$ cat src/rtl/palette_pkg.sv
// Shared defaults, colour record and controller state encoding for the palette engine.
package palette_pkg;

  localparam int INDEX_W_DEF   = 4;
  localparam int CH_W_DEF      = 4;
  localparam int NUM_BANKS_DEF = 4;

  typedef struct packed {
    logic [CH_W_DEF-1:0] red;
    logic [CH_W_DEF-1:0] green;
    logic [CH_W_DEF-1:0] blue;
  } rgb_t;

  typedef enum logic [0:0] {
    ST_INIT = 1'b0,
    ST_RUN  = 1'b1
  } state_e;

endpackage

$ cat src/rtl/palette_bank_ram.sv
// Palette storage for all banks: one write port, one registered read port, read-first.
module palette_bank_ram
  import palette_pkg::*;
#(
  parameter int ADDR_W = INDEX_W_DEF + $clog2(NUM_BANKS_DEF),
  parameter int DATA_W = 3 * CH_W_DEF
) (
  input  logic              clk_i,
  input  logic              we_i,
  input  logic [ADDR_W-1:0] waddr_i,
  input  logic [DATA_W-1:0] wdata_i,
  input  logic [ADDR_W-1:0] raddr_i,
  output logic [DATA_W-1:0] rdata_o
);

  logic [DATA_W-1:0] mem_q [2**ADDR_W];

  // No reset so the array maps onto block RAM; contents are cleared by the engine's INIT sweep.
  always_ff @(posedge clk_i) begin
    if (we_i) mem_q[waddr_i] <= wdata_i;
    rdata_o <= mem_q[raddr_i];
  end

endmodule

$ cat src/rtl/palette_engine.sv
// Banked colour palette lookup with a 2-cycle pipeline, per-pixel dimming and frame-synchronous bank switching.
// state | meaning
// INIT  | clearing every entry, one per cycle; writes and lookups ignored
// RUN   | lookups, host writes and bank switching active
module palette_engine
  import palette_pkg::*;
#(
  parameter int INDEX_W   = INDEX_W_DEF,
  parameter int CH_W      = CH_W_DEF,
  parameter int NUM_BANKS = NUM_BANKS_DEF
) (
  input  logic                         clk_i,
  input  logic                         rst_i,
  input  logic                         pix_valid_i,
  input  logic [INDEX_W-1:0]           pix_index_i,
  input  logic [1:0]                   dim_i,
  input  logic                         frame_start_i,
  input  logic [$clog2(NUM_BANKS)-1:0] bank_req_i,
  input  logic                         wr_en_i,
  input  logic [$clog2(NUM_BANKS)-1:0] wr_bank_i,
  input  logic [INDEX_W-1:0]           wr_index_i,
  input  logic [3*CH_W-1:0]            wr_rgb_i,
  output logic                         out_valid_o,
  output logic [CH_W-1:0]              out_red_o,
  output logic [CH_W-1:0]              out_green_o,
  output logic [CH_W-1:0]              out_blue_o,
  output logic [$clog2(NUM_BANKS)-1:0] active_bank_o,
  output logic                         busy_o
);

  localparam int BANK_W = $clog2(NUM_BANKS);
  localparam int ADDR_W = BANK_W + INDEX_W;
  localparam int DATA_W = 3 * CH_W;
  localparam logic [0:0] S_INIT = ST_INIT;
  localparam logic [0:0] S_RUN  = ST_RUN;

  logic [0:0]        state_q, state_d;
  logic [ADDR_W-1:0] init_cnt_q, init_cnt_d;
  logic [BANK_W-1:0] bank_q, bank_d;
  logic              v1_q;
  logic [1:0]        dim1_q;
  logic              out_valid_q;
  logic [CH_W-1:0]   red_q, green_q, blue_q;

  logic              ram_we;
  logic [ADDR_W-1:0] ram_waddr;
  logic [DATA_W-1:0] ram_wdata;
  logic [DATA_W-1:0] ram_rdata;
  logic [CH_W-1:0]   rd_red, rd_green, rd_blue;

  // The init counter doubles as the flat {bank, index} address, giving bank-major order.
  always_comb begin
    state_d    = state_q;
    init_cnt_d = init_cnt_q;
    bank_d     = bank_q;
    ram_we     = 1'b0;
    ram_waddr  = {wr_bank_i, wr_index_i};
    ram_wdata  = wr_rgb_i;
    if (state_q == S_INIT) begin
      ram_we     = 1'b1;
      ram_waddr  = init_cnt_q;
      ram_wdata  = '0;
      init_cnt_d = init_cnt_q + ADDR_W'(1);
      if (init_cnt_q == {ADDR_W{1'b1}}) state_d = S_RUN;
    end else begin
      ram_we = wr_en_i;
      if (frame_start_i) bank_d = bank_req_i;
    end
  end

  palette_bank_ram #(
    .ADDR_W(ADDR_W),
    .DATA_W(DATA_W)
  ) u_ram (
    .clk_i  (clk_i),
    .we_i   (ram_we),
    .waddr_i(ram_waddr),
    .wdata_i(ram_wdata),
    .raddr_i({bank_q, pix_index_i}),
    .rdata_o(ram_rdata)
  );

  assign rd_red   = ram_rdata[3*CH_W-1:2*CH_W];
  assign rd_green = ram_rdata[2*CH_W-1:CH_W];
  assign rd_blue  = ram_rdata[CH_W-1:0];

  always_ff @(posedge clk_i or posedge rst_i) begin
    if (rst_i) begin
      state_q     <= S_INIT;
      init_cnt_q  <= '0;
      bank_q      <= '0;
      v1_q        <= 1'b0;
      dim1_q      <= '0;
      out_valid_q <= 1'b0;
      red_q       <= '0;
      green_q     <= '0;
      blue_q      <= '0;
    end else begin
      state_q     <= state_d;
      init_cnt_q  <= init_cnt_d;
      bank_q      <= bank_d;
      v1_q        <= (state_q == S_RUN) && pix_valid_i;
      dim1_q      <= dim_i;
      out_valid_q <= v1_q;
      red_q       <= v1_q ? (rd_red >> dim1_q) : '0;
      green_q     <= v1_q ? (rd_green >> dim1_q) : '0;
      blue_q      <= v1_q ? (rd_blue >> dim1_q) : '0;
    end
  end

  assign out_valid_o   = out_valid_q;
  assign out_red_o     = red_q;
  assign out_green_o   = green_q;
  assign out_blue_o    = blue_q;
  assign active_bank_o = bank_q;
  assign busy_o        = (state_q == S_INIT);

endmodule
$ cat config.mk
export PLATFORM = sky130hd
export DESIGN_NAME = palette_engine
export DESIGN_NICKNAME = d
export VERILOG_FILES = /design/src/rtl/palette_pkg.sv /design/src/rtl/palette_bank_ram.sv /design/src/rtl/palette_engine.sv
export SDC_FILE = /design/constraint.sdc
export NUM_CORES = 1
export LEC_CHECK = 0
export CORE_UTILIZATION = 62
export CTS_CLUSTER_DIAMETER = 80
export DETAILED_ROUTE_END_ITERATION = 8
export PLACE_DENSITY_LB_ADDON = 0.2
export REMOVE_ABC_BUFFERS = 1
export SYNTH_ARGS = -nofsm -noshare
export SYNTH_HDL_FRONTEND = slang
export SYNTH_SLANG_ARGS = --single-unit
$ cat constraint.sdc
create_clock -name clk_i -period 3.46 [get_ports clk_i]
set_clock_uncertainty 0.15 [all_clocks]
set_input_delay 1.038 -clock clk_i [delete_from_list [all_inputs] [get_ports clk_i]]
set_output_delay 1.038 -clock clk_i [all_outputs]
set_load 0.02 [all_outputs]
* After elaboration in Yosys (flattened, before gate mapping)
Memory sizes are Yosys's and may differ from the RTL's. A register that Yosys moved wholly into a read port is not among the register bits.
Cells that the tools add are included.
W data, S select, Z words.
** Word-level totals
- Bits of input ports :: 31
- Memories :: 1
- Memory bits (writable) :: 768
- Logic and storage cells :: 28
- Register bits after elaboration :: 25
- Output and inout bits :: 16
** Memory list
- u_ram.mem_q :: depth 64, width 12, rd ports 1, clocked after memory_dff 1, write ports 1, line palette_bank_ram.sv:16 : logic [DATA_W-1:0] mem_q [2**ADDR_W];
** Cells by class
- Mux-type cells :: 10
- Bitwise logic cells :: 1
- Shift-type cells :: 3
- Add/sub/neg operators :: 1
- Equal/unequal tests :: 1
- Reductions and logical operators :: 2
** Operators by type and width (count)
- $mux W12 :: 1
- $mux W4 :: 3
- $shr A4 B2 Y4 :: 3
- $add A6 B1 Y6 const B :: 1
- $eq A6 B6 Y1 const B :: 1
- $mux W6 :: 1
- $mux W1 :: 5
- $reduce_and A2 Y1 :: 1
- $logic_and A1 B1 Y1 :: 1
- $not A1 Y1 :: 1

* Logic depth before layout (Yosys ltp)
- Word-level depth :: 3
- Mapped depth :: 9
- Mapped depth without buffers :: 5

* Modules after synthesis
From an unflattened synthesis, not the netlist that was laid out.
** Second synthesis, totals
- Cell total of the unflattened synthesis :: 1440
- Area, all modules :: 31028.5 µm²
** Modules (own cells, without submodules)
- palette_bank_ram :: seq. area each 23302.3 µm², instances 1, cells an instance 1339, area each 29851.1 µm²
- palette_engine :: seq. area each 625.6 µm², instances 1, cells an instance 101, area each 1177.4 µm²

* Worst setup path after synthesis
No wires, ideal clock.
- Path type :: input to register
- From :: input port pix_index_i[1]
- To :: register u_ram.rdata_o[3] (read register of u_ram.mem_q)
- Arrival :: 2566 ps
- Library setup time :: 126 ps
- Required time :: 3184 ps
- Slack :: 618 ps
- Buffers on the path :: 2
- Cell stages on the path :: 6
- Cells stage by stage :: buf_2 > buf_1 > mux4_2 > mux4_2 > nor2_1 > o31ai_1
** RTL lines
- start: declaration :: line palette_engine.sv:15 : input logic [INDEX_W-1:0] pix_index_i,
- end: declaration :: line palette_bank_ram.sv:13 : output logic [DATA_W-1:0] rdata_o

* Worst setup path after layout
- From :: register bank_q[0], in the netlist active_bank_o[0]
- To :: output port active_bank_o[0]
** RTL lines
- start: declaration :: line palette_engine.sv:39 : logic [BANK_W-1:0] bank_q, bank_d;
- start signal: assignment :: line palette_engine.sv:101 : bank_q <= bank_d;
- end: declaration :: line palette_engine.sv:27 : output logic [$clog2(NUM_BANKS)-1:0] active_bank_o,
No word-level cell between the ends.

==> impl_metrics.env <==
export IMPL_min_period_over_period_pct=97.6
export IMPL_tightest_slew_ps=719
export IMPL_initial_core_util_pct=63.1
export IMPL_netlist_instances=1447
export IMPL_avgSynthCellArea_sq_um=21.4
export IMPL_dr_wl_met3_um=7220
export IMPL_synth_cell_type_count=44
export IMPL_fillers=2790
export IMPL_cp_startpoint="active_bank_o[0]$_DFFE_PP0P_"
export IMPL_relSlewSlack_pct=52.1
export IMPL_numCtsBuffers=77
export IMPL_synthMuxAreaShare_pct=16.5
export IMPL_yosys_area_share_simple_pct=2.86
export IMPL_cts_buffer_depth=3
export IMPL_cp_end_kind="output pin"
export IMPL_cts_tree="yes"
export IMPL_path_cells="clkdlybuf4s50_1"
export IMPL_nets=1704
export IMPL_cp_data_arrival_time_ps=2190
export IMPL_wl_met1_um=29000
export IMPL_netlist_area_sq_um=31000
export IMPL_cts_setup_buffers=0
export IMPL_drive_gt1_share_pct=29.3
export IMPL_cts_hold_buf=0
export IMPL_cp_max_fo=15
export IMPL_die_h_um=226
export IMPL_cts_sinks=805
export IMPL_ys_seq_area_share_pct=77.1
export IMPL_cts_root_buf="clkbuf_16"
export IMPL_die_w_um=226
export IMPL_cp_top_family="flip-flops"
export IMPL_drtPass1Iterations=6
export IMPL_clk_insertion_delay_late_ps=600
export IMPL_clockPowerShare_pct=42.8
export IMPL_io_buffers=46
export IMPL_vias=15900
export IMPL_vias_per_cell=6.65
export IMPL_syn_to_final_growth_pct=16.3
export IMPL_synth_area_top_cells="edfxtp_1 74%, mux4_2 15%, dfrtp_1 2.0%"
export IMPL_setup_tns_ps=0
export IMPL_r2r_start="state_q$_DFF_PP0_"
export IMPL_yosysTopAreaCell="edfxtp_1"
export IMPL_drt_iter0_markers=2188
export IMPL_ys_warn_count=0
export IMPL_grt_first_pass_wirelength_um=108000
export IMPL_p_switching_mw=3.65
export IMPL_p_int_mw=15.4
export IMPL_synth_compound_area_share_pct=2.16
export IMPL_seqPwrFrac_pct=55.1
export IMPL_worstSetupStartpointType="flop"
export IMPL_grt_ovfl_total=0
export IMPL_synth_xor_area_share_pct=0.141
export IMPL_ys_ff_latch=805
export IMPL_crit_type="reg2out"
export IMPL_critPathMaxStageDelay_ps=830
export IMPL_cp_slowest_cell="dfrtp_2"
export IMPL_gp_congestion=0.946
export IMPL_critical_path_required_ps=2270
export IMPL_leakage_nw=9.91
export IMPL_min_path_type="reg2reg"
export IMPL_antenna_left=0
export IMPL_hold_start="u_ram.rdata_o[7]$_DFF_P_"
export IMPL_max_freq_mhz=296
export IMPL_drt_total_wl_um=74000
export IMPL_synthArstFlopShare_pct=3.11
export IMPL_powerDensity_nw_per_um2=529
export IMPL_path_buf_inv=1
export IMPL_multiInputGateArea_sq_um=6730
export IMPL_p_sw_share_pct=19.1
export IMPL_highest_layer="met4"
export IMPL_cts_resized_gates=0
export IMPL_die_area_sq_um=50900
export IMPL_setup_viol=0
export IMPL_ys_flop_type="edfxtp_1"
export IMPL_synth_enable_flop_cells=768
export IMPL_regArea_sq_um=23900
export IMPL_ir_drop_mv=0.546
export IMPL_hold_viol=0
export IMPL_maxCapViolCount=0
export IMPL_path_clk_slew_ps=60
export IMPL_grt_antenna_before_repair=3
export IMPL_netlist_area_leader_share_pct=74.3
export IMPL_drv_slew=0
export IMPL_rows=81
export IMPL_ios=47
export IMPL_route_met2_wl_um=36000
export IMPL_synth_top_family_by_area="multiplexers"
export IMPL_dp_hpwl_um=46100
export IMPL_min_period_ps=3380
export IMPL_route_detailed_drc=0
export IMPL_pwr_share_comb_pct=2.1
export IMPL_grt_max_degree=65
export IMPL_wire_per_inst_um=30.9
export IMPL_synthAdderAreaFrac_pct=0.0403
export IMPL_utilization_pct=73.4
export IMPL_grt_setup_unrepaired="false"
export IMPL_h_tree_depth=3
export IMPL_outcome="finished, final reports clean"
export IMPL_grt_pass1_vias=15900
export IMPL_coreArea_sq_um=49200
export IMPL_grt_usage_pct=30.4
-- sequential cells by signal, summed over array words and instances (netlist names), 2 cells and up --
name,flops
dim1_q,2
init_cnt_q,6
active_bank_o,2
out_blue_o,4
out_green_o,4
out_red_o,4
u_ram.rdata_o,12
u_ram.mem_q,768
-- layout by cell type (no fill, tap or decap), types with 4 or more instances in the layout --
| master | n |
|---|---|
| a211oi_1 | 9 |
| clkinv_2 | 13 |
| nand2_1 | 48 |
| nand2b_1 | 6 |
| and2_1 | 8 |
| nor2b_1 | 4 |
| nand3b_1 | 6 |
| buf_4 | 146 |
| clkbuf_1 | 18 |
| clkbuf_16 | 82 |
| buf_12 | 28 |
| xnor2_1 | 4 |
| clkdlybuf4s50_1 | 43 |
| clkinvlp_4 | 4 |
| o22ai_1 | 16 |
| mux4_2 | 201 |
| inv_1 | 4 |
| edfxtp_1 | 768 |
| o31ai_1 | 8 |
| bufinv_16 | 5 |
| clkinv_1 | 10 |
| and2_2 | 12 |
| dfxtp_1 | 12 |
| o221ai_1 | 5 |
| nand3_1 | 17 |
| dfrtp_1 | 24 |
| o21ai_0 | 21 |
| mux2i_1 | 50 |
| mux2_2 | 7 |
| a21oi_1 | 26 |
| nor2_1 | 88 |
-- metrics by stage --
step	hold slack [ps]	area, sq um	cells	setup WS [ps]	total power, mW
6_report	362	36100	2394	83.1	19.1
5_1_grt	378	36100	2394	55.6	19.5
4_1_cts	356	36100	2392	68.7	19.2
3_5_place_dp	351	33600	2257	75.4	11.1
3_3_place_gp	342	33600	2257	121	11.1
2_1_floorplan	299	30700	1374	650	10.9
-- synth_stat cells (3+ instances only) --
master,count
a211oi_1,9
o22ai_1,16
dfrtp_1,25
dfxtp_1,12
xnor2_1,4
nand3b_1,6
buf_4,10
edfxtp_1,768
nor2b_1,4
mux2i_1,50
buf_1,9
mux2_2,7
clkbuf_1,27
inv_1,4
o21ai_0,21
o211a_1,3
mux4_2,201
o31ai_1,8
a21oi_1,26
and2_1,20
nand3_1,17
a22oi_1,3
nand2b_1,6
nor2_1,88
o221ai_1,5
buf_2,25
nand2_1,48
-- cell families (layout without fill, tap and decap cells) --
| family | count (synthesis) | count (layout) |
|---|---|---|
| buffers and inverters | 77 | 358 |
| muxes | 258 | 258 |
| adders and majority gates | 1 | 1 |
| and+or+nand+nor | 197 | 197 |
| AOI/OAI and AO/OA | 104 | 104 |
| other | 0 | 2 |
| xor gates and xnor gates | 5 | 5 |
| DFF | 805 | 805 |
-- power groups by stage --
| stage | sequential, mW | combinational, mW | clock (mW) |
|---|---|---|---|
| finish | 10.5 | 0.405 | 8.16 |
| global route | 10.5 | 0.427 | 8.59 |
| CTS | 10.5 | 0.409 | 8.25 |
| detailed placement | 10.7 | 0.406 | 0 |
| global placement | 10.7 | 0.403 | 0 |
| floorplan | 10.7 | 0.137 | 0 |
-- layer usage --
layer / global-route usage [%] / vias to the layer above
li1: - / 6449
met1: 44.7 / 8410
met2: 47.8 / 920
met3: 5.69 / 143
met4: 8.49 / 0
met5: 0 / -
-- cell type report --
| type | count | area share, % |
|---|---|---|
| multi-input combinational | 565 | 18.7 |
| inverter | 4 | 0.0416 |
| timing repair buffer | 219 | 5.87 |
| antenna | 2 | 0.0139 |
| tap | 664 | 2.30 |
| clock inverter | 33 | 0.808 |
| clock buffer | 102 | 5.95 |
| sequential | 805 | 66.3 |
-- path summary, 6_finish.rpt --
check / end / slack (ps) / cells past startpoint
min in group asynchronous: out_red_o[3]$_DFF_PP0_ / 640 / 2
min reg2reg: out_green_o[3]$_DFF_PP0_ / 360 / 1
max reg2reg: u_ram.mem_q[34][1]$_DFFE_PP_ / 640 / 6
min: out_green_o[3]$_DFF_PP0_ / 360 / 1
max in group asynchronous: active_bank_o[0]$_DFFE_PP0P_ / 1930 / 3
max: active_bank_o[0] / 80 / 1
Note: power is estimated with default switching activity, not from simulation.
